--- src/rtl/mem_responder_if.sv ---
// CPU bus and TX stream bundle for mem_responder.
// Stream rule: a word moves on a rising edge where PORT_VLD=1 and PORT_RDY=1; PORT_DATA holds while stalled.
interface mem_responder_if;
    logic [15:0] ADDR;
    logic [15:0] DATA_I;
    logic [15:0] DATA_O;
    logic        RD;
    logic        WR;
    logic [15:0] PORT_DATA;
    logic        PORT_VLD;
    logic        PORT_RDY;
    logic        IRQ;

    modport slave (
        input  ADDR, DATA_I, RD, WR, PORT_RDY,
        output DATA_O, PORT_DATA, PORT_VLD, IRQ
    );

    modport master (
        output ADDR, DATA_I, RD, WR, PORT_RDY,
        input  DATA_O, PORT_DATA, PORT_VLD, IRQ
    );
endinterface

--- src/rtl/mem_responder.sv ---
// Memory-mapped responder: 256x16 RAM, down-counting timer with IRQ, 4-entry TX FIFO.
// Reads are zero-wait-state combinational; all state updates on the rising edge.
module mem_responder (
    input logic            CLK,
    input logic            RST,
    mem_responder_if.slave bus
);
    localparam logic [15:0] A_TCNT   = 16'hFF00;
    localparam logic [15:0] A_TCTL   = 16'hFF01;
    localparam logic [15:0] A_STATUS = 16'hFF02;
    localparam logic [15:0] A_TXDATA = 16'hFF03;

    logic [15:0] ram_q  [256];
    logic [15:0] fifo_q [4];

    logic [15:0] tcnt_q, tcnt_d;
    logic [15:0] reload_q, reload_d;
    logic [2:0]  tctl_q, tctl_d;
    logic        exp_q, exp_d;
    logic        ovf_q, ovf_d;
    logic [1:0]  wptr_q, wptr_d;
    logic [1:0]  rptr_q, rptr_d;
    logic [2:0]  occ_q, occ_d;

    logic        sel_ram, sel_tcnt, sel_tctl, sel_status, sel_tx;
    logic        rd_only, fifo_full, fifo_empty;
    logic        push, drop, pop, exp_set, status_rd;
    logic [15:0] status_w, data_o;

    always_comb begin
        sel_ram    = (bus.ADDR[15:8] == 8'h00);
        sel_tcnt   = (bus.ADDR == A_TCNT);
        sel_tctl   = (bus.ADDR == A_TCTL);
        sel_status = (bus.ADDR == A_STATUS);
        sel_tx     = (bus.ADDR == A_TXDATA);
        rd_only    = bus.RD & ~bus.WR;
        status_rd  = rd_only & sel_status;
        fifo_full  = (occ_q == 3'd4);
        fifo_empty = (occ_q == 3'd0);
        // Full/empty are pre-edge: a push into a full FIFO is lost even if a pop frees a slot.
        push       = bus.WR & sel_tx & ~fifo_full;
        drop       = bus.WR & sel_tx & fifo_full;
        pop        = ~fifo_empty & bus.PORT_RDY;
        status_w   = {12'h000, ovf_q, fifo_empty, fifo_full, exp_q};
    end

    always_comb begin
        data_o = 16'h0000;
        if (rd_only) begin
            if (sel_ram)         data_o = ram_q[bus.ADDR[7:0]];
            else if (sel_tcnt)   data_o = tcnt_q;
            else if (sel_tctl)   data_o = {13'h0000, tctl_q};
            else if (sel_status) data_o = status_w;
        end
    end

    always_comb begin
        tcnt_d   = tcnt_q;
        reload_d = reload_q;
        tctl_d   = tctl_q;
        exp_set  = 1'b0;
        if (bus.WR && sel_tcnt) begin
            tcnt_d   = bus.DATA_I;
            reload_d = bus.DATA_I;
        end else if (tctl_q[0]) begin
            if (tcnt_q > 16'd1) begin
                tcnt_d = tcnt_q - 16'd1;
            end else if (tcnt_q == 16'd1) begin
                exp_set = 1'b1;
                tcnt_d  = tctl_q[1] ? reload_q : 16'h0000;
            end
        end
        if (bus.WR && sel_tctl) tctl_d = bus.DATA_I[2:0];
        // A set event in the same cycle as a STATUS read wins over the clear.
        exp_d  = exp_set | (exp_q & ~status_rd);
        ovf_d  = drop | (ovf_q & ~status_rd);
        wptr_d = push ? wptr_q + 2'd1 : wptr_q;
        rptr_d = pop ? rptr_q + 2'd1 : rptr_q;
        occ_d  = occ_q + {2'b00, push} - {2'b00, pop};
    end

    always_ff @(posedge CLK or posedge RST) begin
        if (RST) begin
            tcnt_q   <= 16'h0000;
            reload_q <= 16'h0000;
            tctl_q   <= 3'b000;
            exp_q    <= 1'b0;
            ovf_q    <= 1'b0;
            wptr_q   <= 2'd0;
            rptr_q   <= 2'd0;
            occ_q    <= 3'd0;
        end else begin
            tcnt_q   <= tcnt_d;
            reload_q <= reload_d;
            tctl_q   <= tctl_d;
            exp_q    <= exp_d;
            ovf_q    <= ovf_d;
            wptr_q   <= wptr_d;
            rptr_q   <= rptr_d;
            occ_q    <= occ_d;
        end
    end

    // Storage arrays are not reset; RAM survives reset and FIFO slots are gated by occupancy.
    always_ff @(posedge CLK) begin
        if (bus.WR && sel_ram) ram_q[bus.ADDR[7:0]] <= bus.DATA_I;
        if (push)              fifo_q[wptr_q] <= bus.DATA_I;
    end

    assign bus.DATA_O    = data_o;
    assign bus.PORT_VLD  = ~fifo_empty;
    assign bus.PORT_DATA = fifo_empty ? 16'h0000 : fifo_q[rptr_q];
    assign bus.IRQ       = exp_q & tctl_q[2];
endmodule

--- src/flat_wrapper.sv ---
// flat-port wrapper written by rule: the top's interface ports become plain ports
module mem_responder_flat 
  (CLK, RST, bus_ADDR, bus_DATA_I, bus_RD, bus_WR, bus_PORT_RDY, bus_DATA_O, bus_PORT_DATA, bus_PORT_VLD, bus_IRQ);
  mem_responder_if bus_i ();
  input logic CLK;
  input logic RST;
  input wire logic [$bits(bus_i.ADDR)-1:0] bus_ADDR;
  input wire logic [$bits(bus_i.DATA_I)-1:0] bus_DATA_I;
  input wire logic [$bits(bus_i.RD)-1:0] bus_RD;
  input wire logic [$bits(bus_i.WR)-1:0] bus_WR;
  input wire logic [$bits(bus_i.PORT_RDY)-1:0] bus_PORT_RDY;
  output wire logic [$bits(bus_i.DATA_O)-1:0] bus_DATA_O;
  output wire logic [$bits(bus_i.PORT_DATA)-1:0] bus_PORT_DATA;
  output wire logic [$bits(bus_i.PORT_VLD)-1:0] bus_PORT_VLD;
  output wire logic [$bits(bus_i.IRQ)-1:0] bus_IRQ;
  assign bus_i.ADDR = bus_ADDR;
  assign bus_i.DATA_I = bus_DATA_I;
  assign bus_i.RD = bus_RD;
  assign bus_i.WR = bus_WR;
  assign bus_i.PORT_RDY = bus_PORT_RDY;
  assign bus_DATA_O = bus_i.DATA_O;
  assign bus_PORT_DATA = bus_i.PORT_DATA;
  assign bus_PORT_VLD = bus_i.PORT_VLD;
  assign bus_IRQ = bus_i.IRQ;
  mem_responder u_core (.CLK(CLK), .RST(RST), .bus(bus_i));
endmodule
--- config.mk ---
export PLATFORM = sky130hd
export DESIGN_NAME = mem_responder_flat
export DESIGN_NICKNAME = d
export VERILOG_FILES = /design/src/rtl/mem_responder_if.sv /design/src/rtl/mem_responder.sv /design/src/flat_wrapper.sv
export SDC_FILE = /design/constraint.sdc
export NUM_CORES = 2
export LEC_CHECK = 0
export ABC_CLOCK_PERIOD_IN_PS = 7590
export CAP_MARGIN = 20
export CORE_MARGIN = 10
export CORE_UTILIZATION = 35
export DETAILED_ROUTE_END_ITERATION = 6
export DONT_BUFFER_PORTS = 1
export PLACE_DENSITY = 0.58
export SLEW_MARGIN = 10
export SYNTH_ARGS = -nofsm -noshare
export SYNTH_HDL_FRONTEND = slang
export SYNTH_MEMORY_MAX_BITS = 65536
export SYNTH_SLANG_ARGS = --single-unit
--- constraint.sdc ---
create_clock -name CLK -period 7.59 [get_ports CLK]
set_clock_uncertainty 0.05 [all_clocks]
set_input_delay 0.759 -clock CLK [delete_from_list [all_inputs] [get_ports CLK]]
set_output_delay 0.759 -clock CLK [all_outputs]
set_load 0.01 [all_outputs]
==> results.json <==
{
  "fmax_mhz": 135,
  "tns_ns": 0,
  "synth_area_leaders": "edfxtp_1, mux4_2, mux2i_1",
  "clk_pin_slew_ns": 0.06,
  "vias": 82164,
  "path_buf_inv": 5,
  "synthesis.nets": 7451,
  "pwr-share-comb": 0.047,
  "placed_area_sq_um": 172000,
  "synthDominantCellAreaShare": 0.770,
  "crit_slowest_cell": "a211oi_1",
  "synthFlopType": "edfxtp_1",
  "cts_tree": "done",
  "synthAdderAreaFrac": 0.000741,
  "status": "complete, but fails checks",
  "synth_compound_area_frac": 0.0241,
  "die_w_um": 701,
  "first_iter_violations": 12112,
  "worstMarginPinSlew_ns": 1.54,
  "r2r_slack_ns": 4.08,
  "clkPwrFrac": 0.424,
  "postCtsSetupBuffers": 0,
  "critPathMaxFanout": 139,
  "routed_via_density": 5.71,
  "p_int_mw": 38.1,
  "grt_overflow": 0,
  "synth_simple_gate_area_share": 0.0230,
  "root_buffer": "clkbuf_16",
  "hp-start": "bus_DATA_I[0]",
  "crit_type": "input port to output pin",
  "crit_start": "bus_ADDR[1]",
  "synthesis.area_sq_um": 162000,
  "critical_path_arrival_ns": 6.62,
  "p_leak_nw": 58.2,
  "core-area_sq_um": 461000,
  "synth_top_area_cell": "edfxtp_1",
  "cts_sinks": 4204,
  "hold_violations": 0,
  "drv_cap": 0,
  "cts_inserted_buffers": 429,
  "die-area_sq_um": 491000,
  "final_util": 0.406,
  "drc_errors": 1,
  "grt_pass1_vias": 81397,
  "setup_viol_count_final": 0,
  "clock_path_buffers": 4,
  "wirelength_um": 479000,
  "fin_area_sq_um": 187000,
  "synthTopCellsByCount": "edfxtp_1, mux4_2, nor2_1",
  "yosysWarnings": 0,
  "antenna_found_initial": 32,
  "period_minus_slack_ns": 7.43,
  "p_total_mw": 48.4,
  "reg2reg_depth": 8,
  "grt_pass1_wl_um": 663000,
  "worstSkewPairLatency_ns": 0.98,
  "synth_top_family_by_area": "multiplexers",
  "ys_ff_latch": 4204,
  "fin_hold_ws_ns": 0.0655,
  "wl_per_cell_um": 33.3,
  "crit_top_cell": "buf_16",
  "syn-instance-count": 7405,
  "slew_violations": 80,
  "p_per_area_nw_per_um2": 259,
  "syn_to_final_growth_pct": 15.2,
  "path_cells": "buf_16 > buf_16 > buf_16 > buf_16 > mux4_2 > mux4_2 > a22oi_1 > nand2_1 > a211oi_1 > a211oi_1 > buf_4",
  "grt_max_degree": 620,
  "port_buffers": 0,
  "cp-start-kind": "input port",
  "synthDistinctLibCells": 77,
  "synth_xor_area_frac": 0.000270,
  "async_flop_share": 0.0105,
  "cpPeakStageDelay_ns": 1.05,
  "slew_headroom": -0.0271,
  "path_depth": 11,
  "cpLargestDelayFamily": "buffers and inverters",
  "floorplan.initialDensity": 0.352,
  "synthMuxAreaShare": 0.162,
  "violations": "design-rule violations, max-slew violations",
  "synth_seq_area_share": 0.777,
  "yosysMostFrequentCell": "edfxtp_1",
  "period_share": 0.978,
  "end_kind": "output pin",
  "pwr-share-seq": 0.528,
  "min_path_type": "input port to flip-flop",
  "r2r-start": "u_core.tcnt_q[0]",
  "final_nets": 7935,
  "p_sw_mw": 10.3,
  "drive_gt1_frac": 0.276,
  "worstHoldPathCells": 1,
  "vdd_drop_max_mv": 0.202,
  "synth_edf_count": 4160,
  "ioPinCount": 71,
  "n_fill_cell": 40083,
  "required_ns": 6.78,
  "dpl.hpwl_um": 259000,
  "drtPass1Iterations": 7,
  "final_antenna_net_count": 0,
  "htreeDepth": 5,
  "die_h_um": 701,
  "syn_area_per_cell_sq_um": 21.9,
  "num_rows": 249,
  "grt_usage": 0.189,
  "gp_congestion": 0.828,
  "grt_setup_unrepaired": "no",
  "switching_share": 0.213
}
metrics by stage:
step | worst slack (ns) | std cells
3_5_place_dp | -0.885 | 13543
6_report | 0.164 | 14400
5_1_grt | 0.0557 | 14391
2_1_floorplan | 3.33 | 7405
4_1_cts | 0.191 | 14370
3_3_place_gp | -1.35 | 13531
routing by layer:
metal / part of all wire / GRT usage / wire length [um]
met1: 0.40 / 0.266 / 193000
met2: 0.46 / 0.289 / 218000
met3: 0.10 / 0.0489 / 50300
met4: 0.036 / 0.0594 / 17100
met5: 0.00010 / 0 / 48
layout make-up:
cell class / instances / area, sq um / share of cell area
Sequential cell: 4204 / 126000 / 0.674
Multi-Input combinational cell: 2751 / 34700 / 0.185
Clock buffer: 516 / 11300 / 0.0603
Tap cell: 6149 / 7690 / 0.0412
Timing Repair Buffer: 486 / 4870 / 0.0261
Clock inverter: 267 / 2270 / 0.0122
Inverter: 17 / 66.3 / 0.000355
Antenna cell: 10 / 25.0 / 0.000134
sequential cells by signal, summed over array words and instances, names as in the netlist:
register / count
u_core.exp_q: 1
u_core.fifo_q: 64
u_core.occ_q: 3
u_core.ovf_q: 1
u_core.ram_q: 4096
u_core.reload_q: 16
u_core.rptr_q: 2
u_core.tcnt_q: 16
u_core.tctl_q: 3
u_core.wptr_q: 2
cell usage in the layout (no fill, tap or decap), types with 16 or more instances in the layout:
cell type	netlist	final
and2_1	26	25
mux4_2	1028	1028
a221oi_1	20	18
buf_16	0	37
nand3_1	85	80
buf_12	0	17
mux2_2	16	16
nand2_1	231	219
nand2b_1	16	16
clkinv_2	0	76
o21ai_0	29	29
nor2_2	0	105
edfxtp_1	4160	4160
a22oi_1	74	73
dlygate4sd3_1	0	16
buf_4	44	397
a21oi_1	101	101
clkbuf_1	190	76
dfrtp_1	44	44
o22ai_1	110	110
clkinv_1	0	126
nor3_1	24	22
nor2_1	330	215
bufinv_16	0	34
clkbuf_16	0	438
mux2i_1	295	295
o221ai_1	18	18
a31oi_1	42	42
o211ai_1	24	24
a211oi_1	46	45
final timing paths:
kind | to
max | bus_DATA_O[3]
min | u_core.ram_q[112][0]
max reg2reg | u_core.tcnt_q[6]
max in group asynchronous | u_core.tcnt_q[9]
min in group asynchronous | u_core.wptr_q[1]
min reg2reg | u_core.reload_q[13]
power by group through the flow:
stage	logic, mW	registers, mW	clock network, mW
after floorplan	1.35	26.0	0
after global placement	1.80	26.1	0
after detailed placement	1.91	26.1	0
after CTS	2.17	25.6	20.8
after global routing	2.40	25.6	21.7
final	2.30	25.6	20.6
logic make-up (layout without fill, tap and decap cells):
group | after synthesis | after routing
adder cells (fa/ha/maj) | 9 | 9
buffers and inverters | 450 | 1286
AO/OA/AOI/OAI | 573 | 573
flip-flops | 4204 | 4204
XOR/XNOR | 5 | 5
other | 0 | 10
AND/OR/NAND/NOR | 825 | 825
multiplexers | 1339 | 1339
what timing repair did:
action                                  CTS  global route
cloned                                    6             1
resized for setup                         3             0
pin swaps                                 0             0
endpoints found under the setup margin   11             2
hold endpoints to repair                973           125
hold buffers                             38             4
Note: power is estimated with default switching activity, not from simulation.
